## config.mk

```make
export PLATFORM = sky130hd
export DESIGN_NAME = data_break_ctl
export DESIGN_NICKNAME = d
export VERILOG_FILES = /design/src/rtl/data_break_ctl_pkg.sv /design/src/rtl/data_break_ctl.sv
export SDC_FILE = /design/constraint.sdc
export NUM_CORES = 1
export LEC_CHECK = 0
export CAP_MARGIN = 10
export CORE_MARGIN = 5
export CORE_UTILIZATION = 40
export CTS_CLUSTER_DIAMETER = 60
export DETAILED_ROUTE_END_ITERATION = 12
export GPL_ROUTABILITY_DRIVEN = 0
export PLACE_DENSITY = 0.72
export SLEW_MARGIN = 20
export SYNTH_ARGS = -nofsm -noshare
export SYNTH_HDL_FRONTEND = slang
export SYNTH_SLANG_ARGS = --single-unit
```

## constraint.sdc

```tcl
create_clock -name clk -period 2 [get_ports clk]
set_input_delay 0.3 -clock clk [delete_from_list [all_inputs] [get_ports clk]]
set_output_delay 0.3 -clock clk [all_outputs]
set_load 0.02 [all_outputs]
```

## src/rtl/data_break_ctl_pkg.sv

```systemverilog
// Shared CPU break-state codes and the latched break request payload.
package data_break_ctl_pkg;

  localparam int unsigned ADDR_W  = 15;
  localparam int unsigned DATA_W  = 12;
  localparam int unsigned STATE_W = 5;

  // State codes the disk controller compares against.
  localparam logic [STATE_W-1:0] IDLE_CODE = 5'd0;
  localparam logic [STATE_W-1:0] DB0       = 5'd16;
  localparam logic [STATE_W-1:0] DB1       = 5'd17;
  localparam logic [STATE_W-1:0] DB2       = 5'd18;

  typedef enum logic [STATE_W-1:0] {
    S_IDLE = IDLE_CODE,
    S_DB0  = DB0,
    S_DB1  = DB1,
    S_DB2  = DB2
  } brk_state_e;

  // Break request captured on DB0 entry.
  typedef struct packed {
    logic              to_disk;
    logic [0:ADDR_W-1] addr;
    logic [0:DATA_W-1] data;
  } brk_req_t;

endpackage

```

## src/rtl/data_break_ctl.sv

```systemverilog
// Data-break controller: steals memory cycles for the disk, with forced CPU turns.
module data_break_ctl
  import data_break_ctl_pkg::*;
#(
  parameter int unsigned MAX_CONSEC = 4
) (
  input  logic              clk,
  input  logic              reset,
  input  logic              data_break,
  input  logic              to_disk,
  input  logic [0:14]       dmaAddr,
  input  logic [0:11]       dmaDOUT,
  output logic [0:11]       dmaDIN,
  input  logic              cpu_boundary,
  output logic              break_in_prog,
  output logic [4:0]        state,
  output logic [0:14]       mem_addr,
  output logic [0:11]       mem_wdata,
  output logic              mem_we,
  output logic              mem_re,
  input  logic [0:11]       mem_rdata,
  output logic [0:11]       break_count
);

  localparam int unsigned CONS_W = $clog2(MAX_CONSEC + 1);

  brk_state_e        state_q, state_d;
  brk_req_t          req_q, req_d;
  logic              mem_re_q, mem_re_d;
  logic              mem_we_q, mem_we_d;
  logic              bip_q, bip_d;
  logic [0:DATA_W-1] din_q, din_d;
  logic [0:DATA_W-1] count_q, count_d;
  logic [CONS_W-1:0] consec_q, consec_d;
  logic              forced_q, forced_d;
  logic              enter_db0;

  // Next-state, request latch, strobes, counters and forced-turn flag.
  always_comb begin
    state_d   = state_q;
    req_d     = req_q;
    mem_re_d  = 1'b0;
    mem_we_d  = 1'b0;
    din_d     = din_q;
    count_d   = count_q;
    consec_d  = consec_q;
    forced_d  = forced_q;
    enter_db0 = 1'b0;

    case (state_q)
      S_IDLE: begin
        consec_d = '0;
        // One cycle away from a CPU boundary gives the CPU its turn.
        if (forced_q && !cpu_boundary) begin
          forced_d = 1'b0;
        end
        if (data_break && cpu_boundary && !forced_q) begin
          enter_db0 = 1'b1;
        end
      end
      S_DB0: begin
        state_d = S_DB1;
      end
      S_DB1: begin
        state_d = S_DB2;
        if (req_q.to_disk) begin
          din_d = mem_rdata;
        end
      end
      S_DB2: begin
        count_d = count_q + DATA_W'(1);
        if (consec_q >= CONS_W'(MAX_CONSEC)) begin
          forced_d = 1'b1;
          state_d  = S_IDLE;
        end else if (data_break) begin
          enter_db0 = 1'b1;
        end else begin
          state_d = S_IDLE;
        end
      end
      default: begin
        state_d = S_IDLE;
      end
    endcase

    // Common DB0 entry: capture the request and fire the single memory strobe.
    if (enter_db0) begin
      state_d  = S_DB0;
      consec_d = consec_d + CONS_W'(1);
      req_d    = '{to_disk: to_disk, addr: dmaAddr, data: dmaDOUT};
      mem_re_d = to_disk;
      mem_we_d = !to_disk;
    end

    bip_d = (state_d != S_IDLE);
  end

  // State and datapath registers with synchronous reset.
  always_ff @(posedge clk) begin
    if (reset) begin
      state_q  <= S_IDLE;
      req_q    <= '0;
      mem_re_q <= 1'b0;
      mem_we_q <= 1'b0;
      bip_q    <= 1'b0;
      din_q    <= '0;
      count_q  <= '0;
      consec_q <= '0;
      forced_q <= 1'b0;
    end else begin
      state_q  <= state_d;
      req_q    <= req_d;
      mem_re_q <= mem_re_d;
      mem_we_q <= mem_we_d;
      bip_q    <= bip_d;
      din_q    <= din_d;
      count_q  <= count_d;
      consec_q <= consec_d;
      forced_q <= forced_d;
    end
  end

  assign state         = state_q;
  assign break_in_prog = bip_q;
  assign mem_re        = mem_re_q;
  assign mem_we        = mem_we_q;
  assign mem_addr      = req_q.addr;
  assign mem_wdata     = req_q.data;
  assign dmaDIN        = din_q;
  assign break_count   = count_q;

endmodule

```

Word-level counts from Yosys, hierarchy flattened
Index checks and enable logic that the tools add are counted.
{ "word_totals": {"ff_bits": 64, "in_bits": 44, "out_inout_bits": 59, "elab_cells": 45} }
{ "op_classes": {"n_addsub": 2, "order_cmp": 1, "n_eq_ne": 5, "mux": 13, "bitwise_logic": 1, "reduce_logical": 12} }
{ "op_table": {"columns": ["cell", "n"], "rows": [
  ["$pmux W5 S4", 1],
  ["$eq A5 B5 Y1 const B", 3],
  ["$mux W5", 3],
  ["$add A12 B1 Y12 const B", 1],
  ["$mux W3", 2],
  ["$logic_not A5 Y1", 1],
  ["$mux W1", 5],
  ["$reduce_bool A5 Y1", 1],
  ["$ne A2 B2 Y1 const B", 2],
  ["$pmux W1 S2", 2],
  ["$add A3 B1 Y3 const B", 1],
  ["$ge A3 B3 Y1 const B", 1],
  ["$logic_and A1 B1 Y1", 3],
  ["$logic_not A1 Y1", 3],
  ["$reduce_and A3 Y1", 1],
  ["$reduce_and A2 Y1", 1],
  ["$reduce_bool A2 Y1", 1],
  ["$reduce_or A2 Y1", 1],
  ["$not A1 Y1", 1]
]} }

Depth between registers and ports, before layout
Gate-level depths: netlist (run 1).
{ "logic_depth": {"ltp_word": 6, "mapped_depth": 9, "ltp_nobuf": 6} }

Least setup slack after synthesis (run 1)
No wires, ideal clock.
{ "synth_timing": {"path_kind": "register to register", "startpoint": "reg state_q[0], in the netlist state[0]", "endpoint": "reg consec_q[1]", "t_arrival_ns": 1.823, "slack_ns": 0.054, "stages_incl_launch_ff": 10, "period_less_slack_ns": 1.946, "path_cell_list": "dfxtp_1 buf_6 or3_4 buf_6 clkbuf_1 o21ai_0 inv_1 ha_1 nand2_1 mux2i_1"} }
{ "synth_between": {"elab_chain_cells": 4, "word_cells_on_any_way": 6, "cone_classes": "1 x add/sub; 1 x eq/ne; 3 x mux; 1 x reduce/logical"} }
{ "synth_lines": {"columns": ["element", "line_no", "rtl"], "rows": [
  ["from (decl)", "data_break_ctl.sv:27", "brk_state_e state_q, state_d;"],
  ["from (signal assigned)", "data_break_ctl.sv:111", "state_q <= state_d;"],
  ["$logic_not A5 Y1", "data_break_ctl.sv:50", "case (state_q)"],
  ["$mux W3", "data_break_ctl.sv:50", null],
  ["$add A3 B1 Y3", "data_break_ctl.sv:89", "consec_d = consec_d + CONS_W'(1);"],
  ["$mux W3 (*)", "data_break_ctl.sv:87", "if (enter_db0) begin"],
  ["to (signal assigned)", "data_break_ctl.sv:118", "consec_q <= consec_d;"],
  ["to (decl)", "data_break_ctl.sv:34", "logic [CONS_W-1:0] consec_q, consec_d;"]
]} }
Every way passes the cells marked *; elsewhere a longest branch is shown, timed or not.
A chain may end at the register's enable or synchronous reset.

Final worst setup path (run 1)
{ "layout_timing": {"startpoint": "reg state_q[4], in the netlist state[4]", "endpoint": "out state[4]"} }
{ "layout_rtl": {"columns": ["element", "line_no", "rtl"], "rows": [
  ["to (decl)", "data_break_ctl.sv:16", "output logic [4:0] state,"]
]} }
No word-level cell between the ends.

==> results of run 1 <==
==> final timing paths <==
path / startpoint / end / slack, ns / cells past startpoint
max reg2reg: state[4] / break_count[2] / 0.23 / 3
min: mem_addr[2] / mem_addr[2] / 0.46 / 2
min reg2reg: mem_addr[2] / mem_addr[2] / 0.46 / 2
max: state[4] / state[4] / 0.13 / 1
==> synthesized netlist by cell type, drive strengths merged, types with 4 or more instances <==
cell type / instances / area [um2]
a21oi: 8 / 40.0
a311oi: 12 / 105
a31o: 12 / 105
buf: 37 / 269
clkbuf: 15 / 56.3
dfxtp: 64 / 1280
inv: 17 / 63.8
mux2: 6 / 67.6
mux2i: 29 / 290
nand2: 62 / 233
nand4: 5 / 31.3
nor2: 8 / 30.0
nor2b: 6 / 37.5
nor3: 4 / 20.0
nor4: 4 / 25.0
o21ai: 5 / 25.0
or3: 4 / 30.0
==> flip-flops by register name, summed over array words and instances (netlist names) <==
signal / cells
consec_q: 3
mem_wdata: 12
mem_we: 1
forced_q: 1
mem_re: 1
req_q: 1
mem_addr: 15
break_count: 12
dmaDIN: 12
break_in_prog: 1
state: 5
==> layout by cell type, fill, tap and decap left out, types with 4 or more instances in the layout <==
cell type,instances
mux2i_1,29
nor2_1,8
nand4_1,5
nor4_1,4
o21ai_0,5
mux2_2,4
a31o_2,12
clkdlybuf4s50_1,102
nand2_1,62
inv_1,16
nor3_1,4
a311oi_1,12
dfxtp_1,63
buf_4,7
a21oi_1,8
clkbuf_8,10
nor2b_1,6
==> logic make-up after synthesis <==
| kind of cell | count (synthesis) |
|---|---|
| other | 1 |
| and+or+nand+nor | 108 |
| adders and majority gates | 2 |
| buffers and inverters | 69 |
| DFF | 64 |
| AOI/OAI and AO/OA | 47 |
| muxes | 35 |
==> layer usage <==
layer	GRT usage, %	wire length [um]
met5	0	0
met3	4.81	547
met4	7.46	118
met2	24.8	3310
met1	19.9	2920
==> per-stage QoR <==
step | hold WS [ns] | cell area (um2)
after global routing | 0.489 | 4090
after floorplan | 0.379 | 2940
final | 0.457 | 4090
after detailed placement | 0.447 | 3870
after CTS | 0.461 | 4090
after global placement | 0.442 | 3870
==> final cells by class <==
| class | count | share of cell area (%) |
|---|---|---|
| clock buffer | 10 | 3.36 |
| clock inverter | 6 | 2.02 |
| inverter | 17 | 1.56 |
| multi-input combinational | 194 | 31.0 |
| sequential | 64 | 31.3 |
| tap | 99 | 3.03 |
| timing repair buffer | 112 | 27.7 |
==> power by group through the flow <==
stage | logic (mW) | registers (mW) | clock network [mW]
finish | 0.242 | 1.30 | 1.23
global route | 0.261 | 1.30 | 1.33
CTS | 0.243 | 1.30 | 1.27
detailed placement | 0.242 | 1.33 | 0
global placement | 0.241 | 1.33 | 0
floorplan | 0.116 | 1.33 | 0
==> report_table.html, run 1 <==
<table>
<tr><th>Metric</th><th>Value</th></tr>
<tr><th colspan="2">Clock network</th></tr>
<tr><td>PostCTS Resize Cnt</td><td>0</td></tr>
<tr><td>H-Tree Level Count</td><td>3</td></tr>
<tr><td>Clock transition at the registers of the reported paths</td><td>0.07 ns</td></tr>
<tr><td>CTS sink count</td><td>64</td></tr>
<tr><td>Clock tree from TritonCTS</td><td>built</td></tr>
<tr><td>Post-CTS setup repair buffer count</td><td>0</td></tr>
<tr><td>Total clock buffers created by CTS</td><td>9</td></tr>
<tr><td>Clock network latency to the later pin of the worst-skew pair</td><td>0.33 ns</td></tr>
<tr><td>Clock Tree Root</td><td>clkbuf_8</td></tr>
<tr><td>Bufs on Longest Clock Path</td><td>2</td></tr>
<tr><td>Number of buffers inserted for hold repair after clock tree synthesis</td><td>0</td></tr>
<tr><th colspan="2">Worst setup path</th></tr>
<tr><td>Largest fanout of any net on the critical path</td><td>12</td></tr>
<tr><td>Crit path DAT</td><td>1.57 ns</td></tr>
<tr><td>Buf+Inv Stages, Crit Path</td><td>1</td></tr>
<tr><td>Worst Setup End Kind</td><td>output port</td></tr>
<tr><td>Slowest stage delay, CP</td><td>0.68 ns</td></tr>
<tr><td>Family of cells with the greatest summed delay on the critical path</td><td>buffers and inverters</td></tr>
<tr><td>Kind of critical path</td><td>reg -&gt; out</td></tr>
<tr><td>Slowest cell on the critical path</td><td>clkdlybuf4s50_1</td></tr>
<tr><td>Startpoint type of the worst setup path</td><td>flip-flop</td></tr>
<tr><td>Ordered cell list for the critical path</td><td>clkdlybuf4s50_1</td></tr>
<tr><td>Req. time, crit path</td><td>1.70 ns</td></tr>
<tr><th colspan="2">Synthesis</th></tr>
<tr><td>Async S/R FF share, synth</td><td>0%</td></tr>
<tr><td>Mux share of post-synthesis cell area</td><td>12.2%</td></tr>
<tr><td>Commonest register cell after synthesis</td><td>dfxtp_1</td></tr>
<tr><td>Post-synthesis area per instance</td><td>9.00 um2</td></tr>
<tr><td>Complex-gate fraction of the synthesized area</td><td>12.1%</td></tr>
<tr><td>Number of flip-flops and latches in the synthesized netlist</td><td>64</td></tr>
<tr><td>Ys Warns</td><td>0</td></tr>
<tr><td>Largest family of logic cells by synthesized area</td><td>simple AND/OR/NAND/NOR gates</td></tr>
<tr><td>EDFF count, synth</td><td>0</td></tr>
<tr><td>Syn Inst Count</td><td>326</td></tr>
<tr><td>Simple-gate share of the synthesized area</td><td>17.8%</td></tr>
<tr><td>Fraction of the yosys area taken by sequential cells</td><td>43.6%</td></tr>
<tr><td>Area of the mapped netlist</td><td>0.00294 mm2</td></tr>
<tr><td>Adder and majority cell fraction of the synthesized area</td><td>0.853%</td></tr>
<tr><td>Distinct cell type count after synthesis</td><td>39</td></tr>
<tr><td>Share of the synthesized netlist area taken by xor and xnor gates</td><td>0%</td></tr>
<tr><th colspan="2">Global routing</th></tr>
<tr><td>Vias in the first global route</td><td>2,491</td></tr>
<tr><td>Largest net degree at the start of global routing</td><td>39</td></tr>
<tr><td>Initial antenna violation count</td><td>0</td></tr>
<tr><td>Remaining global-route overflow</td><td>0</td></tr>
<tr><td>Overall track demand over capacity in global routing</td><td>15.9%</td></tr>
<tr><td>First-pass GRT wire length</td><td>11,500 um</td></tr>
<tr><th colspan="2">Placement</th></tr>
<tr><td>Port Buffers</td><td>102</td></tr>
<tr><td>Placed Cells</td><td>486</td></tr>
<tr><td>Pre-CTS setup slack</td><td>0.108 ns</td></tr>
<tr><td>Half-perimeter wire length after detailed placement</td><td>4870 um</td></tr>
<tr><th colspan="2">Die</th></tr>
<tr><td>Number of top-level design ports</td><td>103</td></tr>
<tr><td>Initial core utilization</td><td>40.7%</td></tr>
<tr><td>Die Height</td><td>95.7 um</td></tr>
<tr><td># rows</td><td>31</td></tr>
<tr><td>Core ar.</td><td>0.00721 mm2</td></tr>
<tr><td>Horizontal extent of the die</td><td>95.7 um</td></tr>
<tr><td>Area enclosed by the die boundary</td><td>0.00915 mm2</td></tr>
<tr><th colspan="2">STA</th></tr>
<tr><td>Setup violators final</td><td>0</td></tr>
<tr><td>Final clock period utilization by the worst path</td><td>93.3%</td></tr>
<tr><td>Summed negative setup slack over all endpoints</td><td>0 ns</td></tr>
<tr><td>Setup slack of the critical path after layout</td><td>0.134 ns</td></tr>
<tr><td>Number of failing hold endpoints at the final stage</td><td>0</td></tr>
<tr><td>Final critical-path required period</td><td>1.87 ns</td></tr>
<tr><td>Final Skew</td><td>0.00521 ns</td></tr>
<tr><td>RSZ-0062 raised after global routing</td><td>no</td></tr>
<tr><td>Max Transition Viols Final</td><td>0</td></tr>
<tr><td>Maximum clock frequency</td><td>0.536 GHz</td></tr>
<tr><th colspan="2">Pwr</th></tr>
<tr><td>Internal power component</td><td>2.15 mW</td></tr>
<tr><td>Largest voltage drop on the vdd net</td><td>0.344 mV</td></tr>
<tr><td>Sum of internal, switching and leakage power</td><td>2.77 mW</td></tr>
<tr><td>Share of power burned in the clock network</td><td>44.4%</td></tr>
<tr><td>Switching Share</td><td>22.3%</td></tr>
<tr><td>Sw power</td><td>620 uW</td></tr>
<tr><td>Combinational share of power</td><td>8.7%</td></tr>
<tr><td>Standby leakage power</td><td>1.46 nW</td></tr>
<tr><td>Areal power density over the cells</td><td>678 mW/mm2</td></tr>
<tr><td>Share of power burned in registers</td><td>46.9%</td></tr>
<tr><th colspan="2">Route</th></tr>
<tr><td>Initial DRT Pass Iterations</td><td>4</td></tr>
<tr><td>Post-DR vias/cell</td><td>4.98</td></tr>
<tr><td>Drt initial violations</td><td>116</td></tr>
<tr><td>Overall via count from detail_route</td><td>2,502</td></tr>
<tr><td>Routed wire length per instance</td><td>13.7 um</td></tr>
<tr><td>Routed wire length</td><td>6890 um</td></tr>
<tr><td>Post-route DRC</td><td>0</td></tr>
<tr><td>DRT antenna net count</td><td>0</td></tr>
<tr><th colspan="2">Hold path</th></tr>
<tr><td>Hold Crit Class</td><td>reg -&gt; reg</td></tr>
<tr><th colspan="2">Cells and area</th></tr>
<tr><td>End-of-flow core utilization</td><td>56.7%</td></tr>
<tr><td>Register Area</td><td>0.00128 mm2</td></tr>
<tr><td>Layout filler cell count</td><td>665</td></tr>
<tr><td>Footprint of the multi-input gates</td><td>0.00127 mm2</td></tr>
<tr><td>Count of non-filler cells in the finished layout</td><td>502</td></tr>
<tr><td>Share of post-route cells with drive strength above 1</td><td>11.9%</td></tr>
<tr><td>Signed area change from the synthesized netlist to the final layout</td><td>39.4%</td></tr>
<tr><td>Count of nets after finishing</td><td>444</td></tr>
<tr><td>Diode insertion count for antenna repair</td><td>0</td></tr>
<tr><th colspan="2">Run status</th></tr>
<tr><td>Outcome</td><td>finished clean</td></tr>
<tr><th colspan="2">Run</th></tr>
<tr><td>Max_cap viols</td><td>0</td></tr>
</table>
Note: power is estimated with default switching activity, not from simulation.
==> run 2, diff against run 1 <==
--- a/config.mk
+++ b/config.mk
@@ -6,6 +6,7 @@
 export NUM_CORES = 1
 export LEC_CHECK = 0
 export CAP_MARGIN = 10
+export CORE_ASPECT_RATIO = 0.8
 export CORE_MARGIN = 5
 export CORE_UTILIZATION = 40
 export CTS_CLUSTER_DIAMETER = 60
==> report_table.html, run 2 (synthesis gave the netlist of run 1 again) <==
<table>
<tr><th>Metric</th><th>Value</th></tr>
<tr><th colspan="2">Run status</th></tr>
<tr><td>Outcome</td><td>finished clean</td></tr>
<tr><th colspan="2">Cells and area</th></tr>
<tr><td>Count of nets after finishing</td><td>443 (-0.23%)</td></tr>
<tr><td>Count of non-filler cells in the finished layout</td><td>492 (-2.0%)</td></tr>
<tr><td>Final Instance Area</td><td>0.00405 mm2 (-1.1%)</td></tr>
<tr><td>Commonest non-fill, non-tap cell in the layout</td><td>clkdlybuf4s50_1</td></tr>
<tr><td>Diode insertion count for antenna repair</td><td>0 (unchanged)</td></tr>
<tr><td>Share of post-route cells with drive strength above 1</td><td>11.2% (-0.72 points)</td></tr>
<tr><td>Most frequent cells in the layout</td><td>102 x clkdlybuf4s50_1, 64 x dfxtp_1, 62 x nand2_1, 29 x mux2i_1, 16 x inv_1</td></tr>
<tr><td>Flip-flop count of the largest register after layout</td><td>15 (unchanged)</td></tr>
<tr><td>Signed area change from the synthesized netlist to the final layout</td><td>37.9%</td></tr>
<tr><th colspan="2">Die</th></tr>
<tr><td>Initial core utilization</td><td>40.3% (-0.41 points)</td></tr>
<tr><td># rows</td><td>28 (-9.7%)</td></tr>
<tr><td>Number of top-level design ports</td><td>103 (unchanged)</td></tr>
<tr><td>Horizontal extent of the die</td><td>106 um (+11%)</td></tr>
<tr><td>Area enclosed by the die boundary</td><td>0.00916 mm2 (+0.11%)</td></tr>
<tr><td>Core ar.</td><td>0.00729 mm2 (+1.0%)</td></tr>
<tr><td>Die Height</td><td>86.6 um (-9.5%)</td></tr>
<tr><th colspan="2">Clock network</th></tr>
<tr><td>PostCTS Resize Cnt</td><td>0 (unchanged)</td></tr>
<tr><td>Total clock buffers created by CTS</td><td>9 (unchanged)</td></tr>
<tr><td>Clock transition at the registers of the reported paths</td><td>0.06 ns (about the same)</td></tr>
<tr><td>H-Tree Level Count</td><td>3 (unchanged)</td></tr>
<tr><td>Bufs on Longest Clock Path</td><td>2 (unchanged)</td></tr>
<tr><td>Clock Tree Root</td><td>clkbuf_8</td></tr>
<tr><td>Number of buffers inserted for hold repair after clock tree synthesis</td><td>0 (unchanged)</td></tr>
<tr><td>Clock network latency to the later pin of the worst-skew pair</td><td>0.33 ns (about the same)</td></tr>
<tr><td>CTS sink count</td><td>64 (unchanged)</td></tr>
<tr><td>Clock tree from TritonCTS</td><td>built</td></tr>
<tr><td>Post-CTS setup repair buffer count</td><td>0 (unchanged)</td></tr>
<tr><th colspan="2">Global routing</th></tr>
<tr><td>Remaining global-route overflow</td><td>0 (unchanged)</td></tr>
<tr><td>First-pass GRT wire length</td><td>11,500 um (+0.54%)</td></tr>
<tr><td>Layer carrying the most global-route usage</td><td>met2</td></tr>
<tr><td>Overall track demand over capacity in global routing</td><td>15.5% (-0.40 points)</td></tr>
<tr><td>Initial antenna violation count</td><td>0 (unchanged)</td></tr>
<tr><td>Met2 capacity usage during global routing</td><td>24.7% (-0.13 points)</td></tr>
<tr><td>Met3 GRT Util</td><td>5.81% (+0.99 points)</td></tr>
<tr><td>Largest net degree at the start of global routing</td><td>58 (+49%)</td></tr>
<tr><td>Met1 GRT Util</td><td>19.6% (-0.32 points)</td></tr>
<tr><td>Vias in the first global route</td><td>2,485 (-0.24%)</td></tr>
<tr><th colspan="2">Route</th></tr>
<tr><td>DRT antenna net count</td><td>0 (unchanged)</td></tr>
<tr><td>Post-route DRC</td><td>0 (unchanged)</td></tr>
<tr><td>Routed wire length per instance</td><td>13.9 um (+1.1%)</td></tr>
<tr><td>Drt initial violations</td><td>76 (-34%)</td></tr>
<tr><td>Initial DRT Pass Iterations</td><td>5 (+1)</td></tr>
<tr><td>Overall via count from detail_route</td><td>2,443 (-2.4%)</td></tr>
<tr><td>Post-DR vias/cell</td><td>4.97 (-0.37%)</td></tr>
<tr><td>Routed wire length</td><td>6830 um (-0.90%)</td></tr>
<tr><th colspan="2">Worst setup path</th></tr>
<tr><td>Worst Setup End Kind</td><td>output port</td></tr>
<tr><td>Crit path DAT</td><td>1.55 ns (-0.02 ns)</td></tr>
<tr><td>Startpoint type of the worst setup path</td><td>flip-flop</td></tr>
<tr><td>Req. time, crit path</td><td>1.70 ns (about the same)</td></tr>
<tr><td>Kind of critical path</td><td>reg -&gt; out</td></tr>
<tr><td>Largest fanout of any net on the critical path</td><td>16 (+4)</td></tr>
<tr><th colspan="2">STA</th></tr>
<tr><td>Max Transition Viols Final</td><td>0 (unchanged)</td></tr>
<tr><td>Final critical-path required period</td><td>1.85 ns (-0.0197 ns)</td></tr>
<tr><td>Final clock period utilization by the worst path</td><td>92.3% (-0.99 points)</td></tr>
<tr><td>Final hold slack</td><td>0.453 ns (-0.00315 ns)</td></tr>
<tr><td>Final Skew</td><td>0.00624 ns (+0.00103 ns)</td></tr>
<tr><td>RSZ-0062 raised after global routing</td><td>no</td></tr>
<tr><td>Number of failing hold endpoints at the final stage</td><td>0 (unchanged)</td></tr>
<tr><td>Summed negative setup slack over all endpoints</td><td>0 ns (unchanged)</td></tr>
<tr><td>Worst-Margin Slew</td><td>0.499 ns</td></tr>
<tr><td>Slew margin rel.</td><td>66.7%</td></tr>
<tr><td>Maximum clock frequency</td><td>0.542 GHz (+1.1%)</td></tr>
<tr><td>Setup violators final</td><td>0 (unchanged)</td></tr>
<tr><th colspan="2">Pwr</th></tr>
<tr><td>Sw power</td><td>587 uW (-5.3%)</td></tr>
<tr><td>Standby leakage power</td><td>1.44 nW (-0.98%)</td></tr>
<tr><td>Switching Share</td><td>22.9% (+0.60 points)</td></tr>
<tr><td>Share of power burned in the clock network</td><td>39.7% (-4.7 points)</td></tr>
<tr><td>Share of power burned in registers</td><td>50.9% (+4.0 points)</td></tr>
<tr><td>Combinational share of power</td><td>9.5% (+0.8 points)</td></tr>
<tr><td>Largest voltage drop on the vdd net</td><td>0.400 mV (+16%)</td></tr>
<tr><td>Sum of internal, switching and leakage power</td><td>2.56 mW (-7.7%)</td></tr>
<tr><td>Internal power component</td><td>1.97 mW (-8.4%)</td></tr>
<tr><td>Areal power density over the cells</td><td>632 mW/mm2 (-6.7%)</td></tr>
<tr><th colspan="2">Placement</th></tr>
<tr><td>Half-perimeter wire length after detailed placement</td><td>4750 um (-2.4%)</td></tr>
<tr><td>Placed Cells</td><td>476 (-2.1%)</td></tr>
<tr><td>Port Buffers</td><td>102 (unchanged)</td></tr>
<tr><td>Placement Cell Area</td><td>0.00386 mm2 (-0.16%)</td></tr>
<tr><th colspan="2">Run</th></tr>
<tr><td>Max_cap viols</td><td>0 (unchanged)</td></tr>
<tr><th colspan="2">Hold path</th></tr>
<tr><td>Hold Crit Class</td><td>reg -&gt; reg</td></tr>
</table>
run 2: changes by cell type in the layout (fill, tap and decap cells not counted):
| cell | before | now |
|---|---|---|
| dfxtp_2 | 1 | 0 |
| buf_12 | 3 | 4 |
| clkinvlp_4 | 1 | 0 |
| bufinv_16 | 2 | 0 |
| clkbuf_8 | 10 | 12 |
| buf_4 | 7 | 5 |
| clkbuf_1 | 0 | 1 |
| dfxtp_1 | 63 | 64 |
run 2: power by group through the flow:
stage          combinational [mW]  clock [mW]  sequential, mW
2_1_floorplan               0.116           0            1.33
3_3_place_gp                0.240           0            1.33
5_1_grt                     0.262        1.12            1.30
3_5_place_dp                0.243           0            1.33
4_1_cts                     0.244        1.06            1.30
6_report                    0.242        1.02            1.30
run 2: layer usage:
layer,vias up,wire (um)
li1,1236,-
met1,1132,3170
met2,68,3180
met3,7,404
met4,0,76
met5,-,0
run 2: final cells by class:
| type | count | area [um2] |
|---|---|---|
| Tap cell | 90 | 113 |
| Clock inverter | 3 | 15.0 |
| Clock buffer | 13 | 169 |
| Inverter | 17 | 63.8 |
| Multi-Input combinational cell | 194 | 1270 |
| Timing Repair Buffer | 111 | 1140 |
| Fill cell | 671 | 3240 |
| Sequential cell | 64 | 1280 |
run 2: metrics by stage:
stage               worst slack [ns]  util (%)
global placement               0.154      53.0
finish                         0.154      55.6
detailed placement            0.0703      53.0
global route                  0.0653      55.6
floorplan                     0.0541         -
CTS                            0.138      55.6
run 2: final timing paths:
kind         slack, ns  depth (start not counted)      endpoint         start
max               0.15                          2      state[0]      state[0]
min               0.45                          2  mem_wdata[5]  mem_wdata[5]
max reg2reg       0.23                          4     dmaDIN[1]      state[4]
min reg2reg       0.45                          2  mem_wdata[5]  mem_wdata[5]
run 2: worst max-delay path: stages, from the launching register on:
cell             delay [ns]
dfxtp_1                0.35
buf_4                  0.23
clkdlybuf4s50_1        0.64
==> run 3, diff against run 2 <==
==> constraint.sdc (replaced) <==
create_clock -name clk -period 1.7 [get_ports clk]
set_input_delay 0.255 -clock clk [delete_from_list [all_inputs] [get_ports clk]]
set_output_delay 0.255 -clock clk [all_outputs]
set_load 0.02 [all_outputs]
==> report_table.html, run 3 (synthesis gave the netlist of run 1 again) <==
<table>
<tr><th>Metric</th><th>Value</th></tr>
<tr><th colspan="2">Clock network</th></tr>
<tr><td>Post-CTS setup repair buffer count</td><td>0 (unchanged)</td></tr>
<tr><td>Clock network latency to the later pin of the worst-skew pair</td><td>0.33 ns (about the same)</td></tr>
<tr><td>PostCTS Resize Cnt</td><td>3 (+3)</td></tr>
<tr><td>Bufs on Longest Clock Path</td><td>2 (unchanged)</td></tr>
<tr><td>Clock Tree Root</td><td>clkbuf_8</td></tr>
<tr><td>CTS sink count</td><td>64 (unchanged)</td></tr>
<tr><td>Clock tree from TritonCTS</td><td>built</td></tr>
<tr><td>Total clock buffers created by CTS</td><td>9 (unchanged)</td></tr>
<tr><td>H-Tree Level Count</td><td>3 (unchanged)</td></tr>
<tr><td>Clock transition at the registers of the reported paths</td><td>0.07 ns (about the same)</td></tr>
<tr><td>Number of buffers inserted for hold repair after clock tree synthesis</td><td>0 (unchanged)</td></tr>
<tr><th colspan="2">STA</th></tr>
<tr><td>Max Transition Viols Final</td><td>0 (unchanged)</td></tr>
<tr><td>Setup violators final</td><td>0 (unchanged)</td></tr>
<tr><td>Number of failing hold endpoints at the final stage</td><td>0 (unchanged)</td></tr>
<tr><td>Maximum clock frequency</td><td>0.607 GHz</td></tr>
<tr><td>Final clock period utilization by the worst path</td><td>97.0%</td></tr>
<tr><td>Summed negative setup slack over all endpoints</td><td>0 ns (unchanged)</td></tr>
<tr><td>Final Skew</td><td>0.00686 ns (+0.000624 ns)</td></tr>
<tr><td>Final critical-path required period</td><td>1.65 ns</td></tr>
<tr><td>Final hold slack</td><td>0.455 ns (+0.00148 ns)</td></tr>
<tr><th colspan="2">Route</th></tr>
<tr><td>Topmost layer with routed signal wires</td><td>met4</td></tr>
<tr><td>Routed wire length</td><td>7160 um (+4.8%)</td></tr>
<tr><td>Drt initial violations</td><td>51 (-33%)</td></tr>
<tr><td>Initial DRT Pass Iterations</td><td>4 (-1)</td></tr>
<tr><td>Detailed-routed wire length on met3</td><td>442 um (+9.4%)</td></tr>
<tr><td>Met2 wire length</td><td>3360 um (+5.5%)</td></tr>
<tr><td>Routed length on met1</td><td>3310 um (+4.5%)</td></tr>
<tr><td>Overall via count from detail_route</td><td>2,523 (+3.3%)</td></tr>
<tr><td>Post-route DRC</td><td>0 (unchanged)</td></tr>
<tr><td>DRT antenna net count</td><td>0 (unchanged)</td></tr>
<tr><td>Post-DR vias/cell</td><td>5.07 (+2.0%)</td></tr>
<tr><td>Routed wire length per instance</td><td>14.4 um (+3.6%)</td></tr>
<tr><th colspan="2">Global routing</th></tr>
<tr><td>Largest net degree at the start of global routing</td><td>46 (-21%)</td></tr>
<tr><td>Remaining global-route overflow</td><td>0 (unchanged)</td></tr>
<tr><td>First-pass GRT wire length</td><td>11,600 um (+0.18%)</td></tr>
<tr><td>Initial antenna violation count</td><td>0 (unchanged)</td></tr>
<tr><td>Vias in the first global route</td><td>2,376 (-4.4%)</td></tr>
<tr><td>Overall track demand over capacity in global routing</td><td>15.7% (+0.19 points)</td></tr>
<tr><th colspan="2">Cells and area</th></tr>
<tr><td>Count of nets after finishing</td><td>450 (+1.6%)</td></tr>
<tr><td>End-of-flow core utilization</td><td>56.8% (+1.3 points)</td></tr>
<tr><td>Commonest non-fill, non-tap cell in the layout</td><td>clkdlybuf4s50_1</td></tr>
<tr><td>Flip-flop count of the largest register after layout</td><td>15 (unchanged)</td></tr>
<tr><td>Layout filler cell count</td><td>679 (+1.2%)</td></tr>
<tr><td>Diode insertion count for antenna repair</td><td>0 (unchanged)</td></tr>
<tr><td>Signed area change from the synthesized netlist to the final layout</td><td>41.0%</td></tr>
<tr><td>Final Instance Area</td><td>0.00414 mm2 (+2.3%)</td></tr>
<tr><td>Share of post-route cells with drive strength above 1</td><td>14.5% (+3.3 points)</td></tr>
<tr><td>Most frequent cells in the layout</td><td>94 x clkdlybuf4s50_1, 62 x nand2_1, 60 x dfxtp_1, 29 x mux2i_1, 16 x inv_1</td></tr>
<tr><th colspan="2">Worst setup path</th></tr>
<tr><td>Kind of critical path</td><td>reg -&gt; reg</td></tr>
<tr><td>Startpoint type of the worst setup path</td><td>flip-flop</td></tr>
<tr><td>Worst Setup End Kind</td><td>flip-flop</td></tr>
<tr><td>Crit path DAT</td><td>1.87 ns (+0.32 ns)</td></tr>
<tr><td>Largest fanout of any net on the critical path</td><td>12 (-4)</td></tr>
<tr><td>Req. time, crit path</td><td>1.92 ns (+0.22 ns)</td></tr>
<tr><td>Slowest cell on the critical path</td><td>or3_4</td></tr>
<tr><td>Ordered cell list for the critical path</td><td>or3_4 -&gt; nor4_1 -&gt; mux2_1</td></tr>
<tr><td>Slowest stage delay, CP</td><td>0.46 ns (-0.18 ns)</td></tr>
<tr><th colspan="2">Pwr</th></tr>
<tr><td>Areal power density over the cells</td><td>727 mW/mm2 (+15%)</td></tr>
<tr><td>Combinational share of power</td><td>9.9% (+0.4 points)</td></tr>
<tr><td>Sum of internal, switching and leakage power</td><td>3.01 mW (+18%)</td></tr>
<tr><td>Largest voltage drop on the vdd net</td><td>0.375 mV (-6.4%)</td></tr>
<tr><td>Share of power burned in registers</td><td>50.8% (about the same)</td></tr>
<tr><td>Internal power component</td><td>2.33 mW (+18%)</td></tr>
<tr><td>Switching Share</td><td>22.7% (-0.22 points)</td></tr>
<tr><td>Standby leakage power</td><td>1.59 nW (+10%)</td></tr>
<tr><td>Share of power burned in the clock network</td><td>39.3% (-0.4 points)</td></tr>
<tr><td>Sw power</td><td>683 uW (+16%)</td></tr>
<tr><th colspan="2">Die</th></tr>
<tr><td>Number of top-level design ports</td><td>103 (unchanged)</td></tr>
<tr><td>Initial core utilization</td><td>40.3% (unchanged)</td></tr>
<tr><td>Die Height</td><td>86.6 um (unchanged)</td></tr>
<tr><td>Core ar.</td><td>0.00729 mm2 (unchanged)</td></tr>
<tr><td># rows</td><td>28 (unchanged)</td></tr>
<tr><td>Horizontal extent of the die</td><td>106 um (unchanged)</td></tr>
<tr><td>Area enclosed by the die boundary</td><td>0.00916 mm2 (unchanged)</td></tr>
<tr><th colspan="2">Placement</th></tr>
<tr><td>Placement Cell Area</td><td>0.00393 mm2 (+1.6%)</td></tr>
<tr><td>Half-perimeter wire length after detailed placement</td><td>5190 um (+9.2%)</td></tr>
<tr><td>Port Buffers</td><td>102 (unchanged)</td></tr>
<tr><th colspan="2">Run status</th></tr>
<tr><td>Outcome</td><td>finished clean</td></tr>
<tr><th colspan="2">Hold path</th></tr>
<tr><td>Hold Crit Class</td><td>reg -&gt; reg</td></tr>
<tr><th colspan="2">Run</th></tr>
<tr><td>Max_cap viols</td><td>0 (unchanged)</td></tr>
</table>
## run 3: changes by cell type in the layout (fill, tap and decap cells not counted), moves of 2 or more
cell	change
dlygate4sd2_1	+2
dfxtp_2	+2
clkdlybuf4s50_1	-8
dfxtp_4	+2
dfxtp_1	-4
dlymetal6s2s_1	+6
buf_4	+7
clkbuf_8	-2
## run 3: layout make-up
| cell class | count | area [um2] | share of cell area, % |
|---|---|---|---|
| sequential | 64 | 1290 | 31.2 |
| multi-input combinational | 194 | 1290 | 31.1 |
| timing repair buffer | 118 | 1200 | 29.1 |
| clock buffer | 12 | 166 | 4.02 |
| tap | 90 | 113 | 2.72 |
| inverter | 17 | 63.8 | 1.54 |
| clock inverter | 3 | 15.0 | 0.363 |
## run 3: per-stage QoR
step                setup WS [ns]  instances
floorplan                 -0.0153        327
global placement           -0.103        483
detailed placement         -0.191        483
CTS                        0.0113        498
global route              -0.0122        498
finish                     0.0515        498
## run 3: power groups by stage
stage / Combinational [mW] / Sequential (mW) / Clock (mW)
2_1_floorplan: 0.140 / 1.57 / 0
3_5_place_dp: 0.297 / 1.56 / 0
3_3_place_gp: 0.294 / 1.56 / 0
5_1_grt: 0.319 / 1.53 / 1.32
4_1_cts: 0.299 / 1.53 / 1.23
6_report: 0.297 / 1.53 / 1.18
## run 3: worst max-delay path, delay by kind of cell, from the launching register on
family	cells	cell delay (ns)
DFF	1	0.36
muxes	1	0.35
and+or+nand+nor	2	0.83
## run 3: per-layer routing
| metal | up-vias | track usage, % |
|---|---|---|
| met5 | - | 0 |
| met4 | 0 | 4.24 |
| met3 | 4 | 6.33 |
| met2 | 79 | 24.6 |
| met1 | 1188 | 20.1 |
| li1 | 1252 | - |
## run 3: final timing paths
path | startpoint | end | slack (ns) | cells after the start
worst min-delay path | mem_addr[1] | mem_addr[1] | 0.45 | 2
worst max-delay path | state[3] | break_count[1] | 0.05 | 3
worst max register to register | state[3] | break_count[1] | 0.05 | 3
worst min register to register | mem_addr[1] | mem_addr[1] | 0.45 | 2
